### src/rtl/pipeid_hzd_if.sv
// Decode-stage hazard bus: IF/ID operands, EX/MEM/WB bypass sources and ID/EX outputs.
// slave = pipeid_hzd side, master = the pipeline (or bench) that feeds it.
interface pipeid_hzd_if #(
  parameter int DW = 32,
  parameter int RW = 5
);
  logic          id_valid;
  logic [RW-1:0] rs, rt;
  logic [DW-1:0] q1, q2;
  logic          use_rs, use_rt;
  logic [RW-1:0] drn;
  logic          dwreg, dm2reg, dmdu;
  logic          dbeq, dbne;
  logic [DW-1:0] dpc4, br_off;
  logic          ewreg, em2reg;
  logic [RW-1:0] ern;
  logic [DW-1:0] ealu;
  logic          mwreg, mm2reg;
  logic [RW-1:0] mrn;
  logic [DW-1:0] malu, mmo;
  logic          wwreg;
  logic [RW-1:0] wrn;
  logic [DW-1:0] wdi;
  logic          wpcir, taken, busy;
  logic [DW-1:0] bpc;
  logic          e_valid, e_wreg, e_m2reg, e_mdu;
  logic [RW-1:0] e_rn;
  logic [DW-1:0] e_a, e_b;
  logic          dbg_state;

  modport slave (
    input  id_valid, rs, rt, q1, q2, use_rs, use_rt, drn, dwreg, dm2reg, dmdu,
           dbeq, dbne, dpc4, br_off, ewreg, em2reg, ern, ealu,
           mwreg, mm2reg, mrn, malu, mmo, wwreg, wrn, wdi,
    output wpcir, taken, busy, bpc, e_valid, e_wreg, e_m2reg, e_mdu,
           e_rn, e_a, e_b, dbg_state
  );

  modport master (
    output id_valid, rs, rt, q1, q2, use_rs, use_rt, drn, dwreg, dm2reg, dmdu,
           dbeq, dbne, dpc4, br_off, ewreg, em2reg, ern, ealu,
           mwreg, mm2reg, mrn, malu, mmo, wwreg, wrn, wdi,
    input  wpcir, taken, busy, bpc, e_valid, e_wreg, e_m2reg, e_mdu,
           e_rn, e_a, e_b, dbg_state
  );
endinterface

### src/rtl/pipeid_hzd.sv
// ID stage: operand forwarding, load-use / MDU interlock, branch resolve, ID/EX register.
// Optional WB bypass level enabled by defining PIPEID_WB_BYPASS_EN.
module pipeid_hzd #(
  parameter int DW      = 32,
  parameter int RW      = 5,
  parameter int MDU_LAT = 4
) (
  input  logic        clock,
  input  logic        reset,
  pipeid_hzd_if.slave bus
);
  localparam int CW = (MDU_LAT > 2) ? $clog2(MDU_LAT) : 1;

  typedef enum logic {S_IDLE = 1'b0, S_BUSY = 1'b1} state_t;

  state_t        r_state, w_state_nx;
  logic [CW-1:0] r_cnt, w_cnt_nx;
  logic [DW-1:0] w_a, w_b;
  logic          w_busy, w_lu, w_stall, w_issue;

  logic          r_e_valid, r_e_wreg, r_e_m2reg, r_e_mdu;
  logic [RW-1:0] r_e_rn;
  logic [DW-1:0] r_e_a, r_e_b;

  function automatic logic [DW-1:0] fwd(input logic [RW-1:0] src, input logic [DW-1:0] q);
    logic [DW-1:0] v;
    v = q;
    if (src == '0)
      v = '0;
    else if (bus.ewreg && !bus.em2reg && bus.ern == src)
      v = bus.ealu;
    else if (bus.mwreg && bus.mrn == src)
      v = bus.mm2reg ? bus.mmo : bus.malu;
`ifdef PIPEID_WB_BYPASS_EN
    else if (bus.wwreg && bus.wrn == src)
      v = bus.wdi;
`endif
    return v;
  endfunction

`ifndef PIPEID_WB_BYPASS_EN
  // WB data reaches us through the register file's negedge write instead.
  logic w_unused_wb;
  assign w_unused_wb = ^{bus.wwreg, bus.wrn, bus.wdi};
`endif

  assign w_a     = fwd(bus.rs, bus.q1);
  assign w_b     = fwd(bus.rt, bus.q2);
  assign w_busy  = (r_state == S_BUSY);
  assign w_lu    = bus.id_valid & bus.ewreg & bus.em2reg & (bus.ern != '0) &
                   ((bus.use_rs & (bus.ern == bus.rs)) | (bus.use_rt & (bus.ern == bus.rt)));
  assign w_stall = w_lu | (w_busy & bus.id_valid);
  assign w_issue = bus.id_valid & ~w_stall;

  // Counter holds remaining BUSY cycles; leaving at 1 gives MDU_LAT-1 busy cycles.
  always_comb begin
    w_state_nx = r_state;
    w_cnt_nx   = r_cnt;
    case (r_state)
      S_IDLE: begin
        if (w_issue && bus.dmdu && (MDU_LAT > 1)) begin
          w_state_nx = S_BUSY;
          w_cnt_nx   = CW'(MDU_LAT - 1);
        end
      end
      S_BUSY: begin
        if (r_cnt == CW'(1)) begin
          w_state_nx = S_IDLE;
          w_cnt_nx   = '0;
        end else begin
          w_cnt_nx = r_cnt - CW'(1);
        end
      end
      default: begin
        w_state_nx = S_IDLE;
        w_cnt_nx   = '0;
      end
    endcase
  end

  always_ff @(posedge clock or posedge reset) begin
    if (reset) begin
      r_state <= S_IDLE;
      r_cnt   <= '0;
    end else begin
      r_state <= w_state_nx;
      r_cnt   <= w_cnt_nx;
    end
  end

  // A bubble clears only the control flags; data fields keep their last value.
  always_ff @(posedge clock or posedge reset) begin
    if (reset) begin
      r_e_valid <= 1'b0;
      r_e_wreg  <= 1'b0;
      r_e_m2reg <= 1'b0;
      r_e_mdu   <= 1'b0;
      r_e_rn    <= '0;
      r_e_a     <= '0;
      r_e_b     <= '0;
    end else if (w_issue) begin
      r_e_valid <= 1'b1;
      r_e_wreg  <= bus.dwreg;
      r_e_m2reg <= bus.dm2reg;
      r_e_mdu   <= bus.dmdu;
      r_e_rn    <= bus.drn;
      r_e_a     <= w_a;
      r_e_b     <= w_b;
    end else begin
      r_e_valid <= 1'b0;
      r_e_wreg  <= 1'b0;
      r_e_m2reg <= 1'b0;
      r_e_mdu   <= 1'b0;
    end
  end

  assign bus.wpcir     = ~w_stall;
  assign bus.busy      = w_busy;
  assign bus.taken     = w_issue & ((bus.dbeq & (w_a == w_b)) | (bus.dbne & (w_a != w_b)));
  assign bus.bpc       = bus.dpc4 + bus.br_off;
  assign bus.e_valid   = r_e_valid;
  assign bus.e_wreg    = r_e_wreg;
  assign bus.e_m2reg   = r_e_m2reg;
  assign bus.e_mdu     = r_e_mdu;
  assign bus.e_rn      = r_e_rn;
  assign bus.e_a       = r_e_a;
  assign bus.e_b       = r_e_b;
  assign bus.dbg_state = r_state;
endmodule

### src/flat_wrapper.sv
// flat-port wrapper written by rule: the top's interface ports become plain ports
module pipeid_hzd_flat 
#(
  parameter int DW      = 32,
  parameter int RW      = 5,
  parameter int MDU_LAT = 4
)
  (clock, reset, bus_id_valid, bus_rs, bus_rt, bus_q1, bus_q2, bus_use_rs, bus_use_rt, bus_drn, bus_dwreg, bus_dm2reg, bus_dmdu, bus_dbeq, bus_dbne, bus_dpc4, bus_br_off, bus_ewreg, bus_em2reg, bus_ern, bus_ealu, bus_mwreg, bus_mm2reg, bus_mrn, bus_malu, bus_mmo, bus_wwreg, bus_wrn, bus_wdi, bus_wpcir, bus_taken, bus_busy, bus_bpc, bus_e_valid, bus_e_wreg, bus_e_m2reg, bus_e_mdu, bus_e_rn, bus_e_a, bus_e_b, bus_dbg_state);
  pipeid_hzd_if #(.DW(DW), .RW(RW)) bus_i ();
  input  logic clock;
  input  logic reset;
  input wire logic [$bits(bus_i.id_valid)-1:0] bus_id_valid;
  input wire logic [$bits(bus_i.rs)-1:0] bus_rs;
  input wire logic [$bits(bus_i.rt)-1:0] bus_rt;
  input wire logic [$bits(bus_i.q1)-1:0] bus_q1;
  input wire logic [$bits(bus_i.q2)-1:0] bus_q2;
  input wire logic [$bits(bus_i.use_rs)-1:0] bus_use_rs;
  input wire logic [$bits(bus_i.use_rt)-1:0] bus_use_rt;
  input wire logic [$bits(bus_i.drn)-1:0] bus_drn;
  input wire logic [$bits(bus_i.dwreg)-1:0] bus_dwreg;
  input wire logic [$bits(bus_i.dm2reg)-1:0] bus_dm2reg;
  input wire logic [$bits(bus_i.dmdu)-1:0] bus_dmdu;
  input wire logic [$bits(bus_i.dbeq)-1:0] bus_dbeq;
  input wire logic [$bits(bus_i.dbne)-1:0] bus_dbne;
  input wire logic [$bits(bus_i.dpc4)-1:0] bus_dpc4;
  input wire logic [$bits(bus_i.br_off)-1:0] bus_br_off;
  input wire logic [$bits(bus_i.ewreg)-1:0] bus_ewreg;
  input wire logic [$bits(bus_i.em2reg)-1:0] bus_em2reg;
  input wire logic [$bits(bus_i.ern)-1:0] bus_ern;
  input wire logic [$bits(bus_i.ealu)-1:0] bus_ealu;
  input wire logic [$bits(bus_i.mwreg)-1:0] bus_mwreg;
  input wire logic [$bits(bus_i.mm2reg)-1:0] bus_mm2reg;
  input wire logic [$bits(bus_i.mrn)-1:0] bus_mrn;
  input wire logic [$bits(bus_i.malu)-1:0] bus_malu;
  input wire logic [$bits(bus_i.mmo)-1:0] bus_mmo;
  input wire logic [$bits(bus_i.wwreg)-1:0] bus_wwreg;
  input wire logic [$bits(bus_i.wrn)-1:0] bus_wrn;
  input wire logic [$bits(bus_i.wdi)-1:0] bus_wdi;
  output wire logic [$bits(bus_i.wpcir)-1:0] bus_wpcir;
  output wire logic [$bits(bus_i.taken)-1:0] bus_taken;
  output wire logic [$bits(bus_i.busy)-1:0] bus_busy;
  output wire logic [$bits(bus_i.bpc)-1:0] bus_bpc;
  output wire logic [$bits(bus_i.e_valid)-1:0] bus_e_valid;
  output wire logic [$bits(bus_i.e_wreg)-1:0] bus_e_wreg;
  output wire logic [$bits(bus_i.e_m2reg)-1:0] bus_e_m2reg;
  output wire logic [$bits(bus_i.e_mdu)-1:0] bus_e_mdu;
  output wire logic [$bits(bus_i.e_rn)-1:0] bus_e_rn;
  output wire logic [$bits(bus_i.e_a)-1:0] bus_e_a;
  output wire logic [$bits(bus_i.e_b)-1:0] bus_e_b;
  output wire logic [$bits(bus_i.dbg_state)-1:0] bus_dbg_state;
  assign bus_i.id_valid = bus_id_valid;
  assign bus_i.rs = bus_rs;
  assign bus_i.rt = bus_rt;
  assign bus_i.q1 = bus_q1;
  assign bus_i.q2 = bus_q2;
  assign bus_i.use_rs = bus_use_rs;
  assign bus_i.use_rt = bus_use_rt;
  assign bus_i.drn = bus_drn;
  assign bus_i.dwreg = bus_dwreg;
  assign bus_i.dm2reg = bus_dm2reg;
  assign bus_i.dmdu = bus_dmdu;
  assign bus_i.dbeq = bus_dbeq;
  assign bus_i.dbne = bus_dbne;
  assign bus_i.dpc4 = bus_dpc4;
  assign bus_i.br_off = bus_br_off;
  assign bus_i.ewreg = bus_ewreg;
  assign bus_i.em2reg = bus_em2reg;
  assign bus_i.ern = bus_ern;
  assign bus_i.ealu = bus_ealu;
  assign bus_i.mwreg = bus_mwreg;
  assign bus_i.mm2reg = bus_mm2reg;
  assign bus_i.mrn = bus_mrn;
  assign bus_i.malu = bus_malu;
  assign bus_i.mmo = bus_mmo;
  assign bus_i.wwreg = bus_wwreg;
  assign bus_i.wrn = bus_wrn;
  assign bus_i.wdi = bus_wdi;
  assign bus_wpcir = bus_i.wpcir;
  assign bus_taken = bus_i.taken;
  assign bus_busy = bus_i.busy;
  assign bus_bpc = bus_i.bpc;
  assign bus_e_valid = bus_i.e_valid;
  assign bus_e_wreg = bus_i.e_wreg;
  assign bus_e_m2reg = bus_i.e_m2reg;
  assign bus_e_mdu = bus_i.e_mdu;
  assign bus_e_rn = bus_i.e_rn;
  assign bus_e_a = bus_i.e_a;
  assign bus_e_b = bus_i.e_b;
  assign bus_dbg_state = bus_i.dbg_state;
  pipeid_hzd #(.DW(DW), .RW(RW), .MDU_LAT(MDU_LAT)) u_core (.clock(clock), .reset(reset), .bus(bus_i));
endmodule
### config.mk
export PLATFORM = sky130hd
export DESIGN_NAME = pipeid_hzd_flat
export DESIGN_NICKNAME = d
export VERILOG_FILES = /design/src/rtl/pipeid_hzd_if.sv /design/src/rtl/pipeid_hzd.sv /design/src/flat_wrapper.sv
export SDC_FILE = /design/constraint.sdc
export NUM_CORES = 1
export LEC_CHECK = 0
export ABC_CLOCK_PERIOD_IN_PS = 3300
export CORE_AREA = 2 2 158 160
export CTS_CLUSTER_SIZE = 8
export DETAILED_ROUTE_END_ITERATION = 8
export DIE_AREA = 0 0 160 162
export PLACE_DENSITY = 0.68
export SLEW_MARGIN = 20
export SYNTH_ARGS = -nofsm -noshare
export SYNTH_HDL_FRONTEND = slang
export SYNTH_SLANG_ARGS = --single-unit
export TNS_END_PERCENT = 30
### constraint.sdc
create_clock -name clock -period 3.3 [get_ports clock]
set_input_delay 0.33 -clock clock [delete_from_list [all_inputs] [get_ports clock]]
set_output_delay 0.33 -clock clock [all_outputs]
set_load 0.01 [all_outputs]
# [After elaboration in Yosys (flattened, before gate mapping)]
# Cells that the tools add are included.
[totals] reg_bits=76 inputBits=301 output_inout_bits=109
[classes] n_addsub=2 n_eq_ne=8 muxes=17 n_bitwise=16 reduce_logical=10
[op_table] operator="two-way mux 32 bit" count=7
[op_table] operator="adder 32 bit" count=1
[op_table] operator="equality test 32 bit" count=1
[op_table] operator="!= test 32 bit" count=1
[op_table] operator="equality test 5 bit" count=4
[op_table] operator="bitwise AND 1 bit" count=11
[op_table] operator="zero test 5 bit" count=2
[op_table] operator="logical AND 1 bit" count=6
[op_table] operator="two-way mux 1 bit" count=6
[op_table] operator="nonzero test 5 bit" count=1
[op_table] operator="two-way mux 2 bit" count=2
[op_table] operator="one-hot mux 2 bit (2 select lines)" count=1
[op_table] operator="bitwise OR 1 bit" count=3
[op_table] operator="equality test 2 x 1 -> 1 bit, second input constant" count=1
[op_table] operator="!= test 2 x 1 -> 1 bit, second input constant" count=1
[op_table] operator="inverter 1 bit" count=2
[op_table] operator="one-hot mux 1 bit (2 select lines)" count=1
[op_table] operator="subtractor 2 x 1 -> 2 bit, second input constant" count=1
[op_table] operator="zero test 1 bit" count=1

# [Logic depth before layout (Yosys ltp)]
[logic_depth] ltp_word=10 mapped_depth=13 mapped_depth_nobuf=13

# [Least setup slack after synthesis]
# OpenSTA, ideal clock, no wires.
[synth_path] path_type="in2out" start="in bus_br_off[0]" end="out bus_bpc[30]" arrival_ns=2.767 path_slack_ns=0.203 path_stages=13 n_path_buf=0 path_cell_list="ha_1 > inv_1 > fa_1 > nor2b_1 > o31a_1 > o32a_1 > a211o_1 > nand3_1 > a31oi_1 > a2111oi_2 > o21bai_1 > a21oi_1 > xnor2_1"
[synth_via] elab_chain_cells=1
[synth_rtl] element="from (decl)" line_no="flat_wrapper.sv:26" text="input wire logic [$bits(bus_i.br_off)-1:0] bus_br_off;"
[synth_rtl] element="adder 32 bit" line_no="pipeid_hzd.sv:120" text="assign bus.bpc = bus.dpc4 + bus.br_off;"
[synth_rtl] element="to (decl)" line_no="flat_wrapper.sv:42" text="output wire logic [$bits(bus_i.bpc)-1:0] bus_bpc;"
# No other way between the ends.

# [Worst setup path in the final report]
[layout_path] start="in bus_rs[4]" end="out bus_taken"
[layout_via] elab_chain_cells=9 word_cells_on_any_way=20 classes_between="eq/ne (4); mux (3); bitwise (10); reduce/logical (3)"
[layout_rtl] element="from (decl)" line_no="flat_wrapper.sv:13" text="input wire logic [$bits(bus_i.rs)-1:0] bus_rs;"
[layout_rtl] element="equality test 5 bit" line_no="pipeid_hzd.sv:32" text="else if (bus.mwreg && bus.mrn == src)"
[layout_rtl] element="logical AND 1 bit" line_no="pipeid_hzd.sv:32"
[layout_rtl] element="two-way mux 32 bit" line_no="pipeid_hzd.sv:32"
[layout_rtl] element="two-way mux 32 bit" line_no="pipeid_hzd.sv:30" text="else if (bus.ewreg && !bus.em2reg && bus.ern == src)"
[layout_rtl] element="two-way mux 32 bit" line_no="pipeid_hzd.sv:28" text="if (src == '0)"
[layout_rtl] element="equality test 32 bit / != test 32 bit (equally long branches)" line_no="pipeid_hzd.sv:119" text="assign bus.taken = w_issue & ((bus.dbeq & (w_a == w_b)) | (bus.dbne & (w_a != w_b)));"
[layout_rtl] element="bitwise AND 1 bit" line_no="pipeid_hzd.sv:119"
[layout_rtl] element="bitwise OR 1 bit" line_no="pipeid_hzd.sv:119"
[layout_rtl] element="bitwise AND 1 bit (*)" line_no="pipeid_hzd.sv:119"
[layout_rtl] element="to (decl)" line_no="flat_wrapper.sv:40" text="output wire logic [$bits(bus_i.taken)-1:0] bus_taken;"
# Mark *: on every way between the ends. The rest lies on a longest branch, timed or not.

==> reports/qor.txt <==
result of the run - finished, violations left
violations in the final reports - negative setup slack
WP data required - 2970 ps
wire length of the first global-routing pass - 52.4 mm
most used cells in the layout excluding fill and tap cells - clkdlybuf4s50_1, buf_4, nand2_1
clock network fraction of design power - 16.8%
Area growth, synth to finish - 91.3%
vias in the first global route - 9,108
reg2reg setup slack - 1400 ps
sequential cell area - 1900 um2
synthesized flop and latch total - 76
layout cell share with drive strength beyond 1 - 25.6%
Critical R2R Capture - u_core.r_cnt[0]$_DFFE_PP0P_
R2R cell count - 7
number of setup violations in the final report - 1
crit share post-route - 102%
sequential element share of the synthesized area - 27.5%
worst rel slew slack - 59.5%
height of the die - 162 um
total number of vias - 8,935
Mapped Avg Cell Area - 8.03 um2
simple-gate share of the synthesized area - 16.8%
max frequency - 297 MHz
CTS H-tree lvls - 3
synthesized netlist net count - 1,197
first-pass detailed-route iteration total - 5
commonest non-fill, non-tap cell in the layout - clkdlybuf4s50_1
number of buffers inserted for hold repair after clock tree synthesis - 0
Sequential Power Share - 27.0%
Max Slew Vio Count - 0
MaxCap Viol Count - 0
power consumption - 5.99 mW
ys flop type - dfrtp_1
met3 Track Usage GR - 7.05%
final-report hold violation count - 0
distinct cell type count after synthesis - 50
aggregate routed wire length - 35.8 mm
pin count of the biggest net entering global routing - 78
cell area after synthesis - 6930 um2
count of flip-flops with a built-in enable after synthesis - 0
CTS Buffer Depth - 2
share of total power consumed by net switching - 37.7%
area of the placeable core - 24,100 um2
leakage power - 6.04 nW
RSZ-0062 raised after global routing - yes
setup slack of the critical path after layout - -71.2 ps
register clock-pin slew on the reported worst setup and hold paths - 60 ps
antenna-violating nets left - 0
min Tclk post-route - 3370 ps
filler cell count in the final layout - 2,223
clock sink count - 76
total area of multi-input combinational cells - 5200 um2
share of the synthesized netlist area taken by xor and xnor gates - 10.2%
power density of the placed cells - 452 nW/um2
fraction of registers with async set/reset - 100%
aggregate global-route resource usage - 26.1%
HPWL after detailed placement - 26.6 mm
gr busiest metal - met2
power share of the combinational group - 56.2%
internal power of the cells - 3.74 mW
Crit path arrival time - 3040 ps
drc violations - 0
worst slack on hold paths - 396 ps
average vias per placed instance - 5.24
Port Buffers - 371
multiplexer fraction of the synthesized cell area - 8.02%
met1 Track Usage GR - 29.6%
width of the chip - 160 um
root buffer cell - clkbuf_16
combinational family with the most area after synthesis - compound AO/OA/AOI/OAI gates
switching component of the power - 2.26 mW
TritonCTS clock tree - built
VDD IR-drop max - 310 uV
Total Nets Final - 1,710
I/O Pins - 410
compound-gate portion of the synthesized area - 26.1%
CP Max Fanout - 9
number of antenna violations at the first check in global routing - 2
DRC violation total after the first TritonRoute iteration - 582
placer's final routability congestion estimate - 0.873
fraction of met2 tracks used by global routing - 45.9%
RR Startpoint - u_core.bus.busy$_DFF_PP0_
total congestion overflow after global routing - 0
Clock Skews - 8.05 ps
die outline area - 25,900 um2
Starting Density - 28.7%
synthesized netlist cell count - 863
clock insertion delay at the later pin of the skew report - 350 ps
element type at the critical path start - input port
transition time at the pin with the least slew margin - 607 ps
adder and majority cell fraction of the synthesized area - 6.07%
number of standard-cell rows in the floorplan - 57
clock buffer count from CTS - 9
Synth warnings - 0
Critical Path Sink Type - primary output
min-delay worst type - in2async
routed wire length per instance - 21.0 um
CP Class - in2out
[per-stage QoR]
stage	util, %	cells	TNS [ps]	worst slack (ps)	cell area, um2
2_1_floorplan	-	863	0	203	6930
3_3_place_gp	50.2	1652	-10550	-950	12100
3_5_place_dp	50.2	1652	-10760	-920	12100
4_1_cts	53.3	1691	-253	-253	12800
5_1_grt	55.0	1706	-446	-170	13300
6_report	55.0	1706	-71.2	-71.2	13300
[area by class of cell]
class / instances / area share (%)
Timing Repair Buffer: 562 / 40.6
Multi-Input combinational cell: 709 / 39.2
Sequential cell: 76 / 14.3
Tap cell: 324 / 3.06
Clock buffer: 9 / 1.70
Inverter: 18 / 0.548
Clock inverter: 7 / 0.472
Antenna cell: 1 / 0.0189
[per-layer routing]
layer  routed length [um]  share of wire (%)
met1                13500                 38
met2                17500                 49
met3                 3130                8.8
met4                 1690                4.7
met5                   13              0.036
[cells by family after synthesis]
group,Yosys count
AO/OA/AOI/OAI,296
XOR/XNOR,81
adder cells (fa/ha/maj),33
buffers and inverters,78
flip-flops,76
multiplexers,53
AND/OR/NAND/NOR,246
[how the worst max path moves through the flow]
stage             startpoint           to  slack, ps  depth (start not counted)
2_1_floorplan  bus_br_off[0]  bus_bpc[30]        200                         13
3_3_place_gp      bus_mrn[3]    bus_taken       -950                         13
3_5_place_dp       bus_rs[0]    bus_taken       -920                         14
4_1_cts            bus_rs[0]    bus_taken       -250                         13
5_1_grt           bus_mrn[3]    bus_taken       -170                         15
6_report           bus_rs[4]    bus_taken        -70                         14
[worst max-delay path, stage by stage]
cell,delay (ps)
buf_4,130
xor2_2,180
nor4_4,360
buf_6,190
buf_12,130
a21oi_1,80
a211oi_2,240
o21ai_2,110
xor2_2,250
nand4_1,200
nor4_2,350
nand2_1,170
mux2i_1,170
buf_2,140
[state kept, by name, summed over array words and instances (netlist names)]
name                count
u_core.r_cnt            2
u_core.bus.e_wreg       1
u_core.bus.busy         1
u_core.bus.e_a         32
u_core.bus.e_mdu        1
u_core.bus.e_valid      1
u_core.bus.e_b         32
u_core.bus.e_rn         5
u_core.bus.e_m2reg      1
[cell usage after synthesis, drive strengths merged (2+ instances only)]
cell	n	area share, %
nor3	9	0.89
and3	32	2.9
o22ai	3	0.27
clkbuf	39	2.1
or2	2	0.18
o21bai	5	0.54
nand4	13	1.2
xnor2	39	4.9
dfrtp	76	27
a21oi	131	9.5
o31a	2	0.25
nand3	6	0.43
ha	32	5.8
a211o	41	5.2
nand2	152	8.2
a31oi	3	0.27
a211oi	26	2.8
xor2	42	5.3
mux2i	33	4.8
nor4	4	0.79
a21o	13	1.4
buf	21	2.2
nor2b	2	0.18
o21a	5	0.54
mux2	20	3.3
nor2	11	0.60
nand2b	4	0.36
inv	17	0.92
o21ai	59	4.3
and2	9	0.81
[power by group through the flow]
| stage | clock (mW) | sequential [mW] | combinational [mW] |
|---|---|---|---|
| 4_1_cts | 1.01 | 1.61 | 3.31 |
| 5_1_grt | 1.05 | 1.66 | 3.60 |
| 2_1_floorplan | 0 | 1.79 | 1.06 |
| 3_3_place_gp | 0 | 1.61 | 3.22 |
| 3_5_place_dp | 0 | 1.62 | 3.25 |
| 6_report | 1.01 | 1.62 | 3.37 |
[repair_timing]
action / 4_1_cts / 5_1_grt
gates cloned: 4 / 4
gates resized for setup: 145 / 127
setup endpoints to repair: 23 / 20
pin swaps: 47 / 51
setup buffers: 19 / 12
No activity file was read; power rests on OpenSTA's default activity.
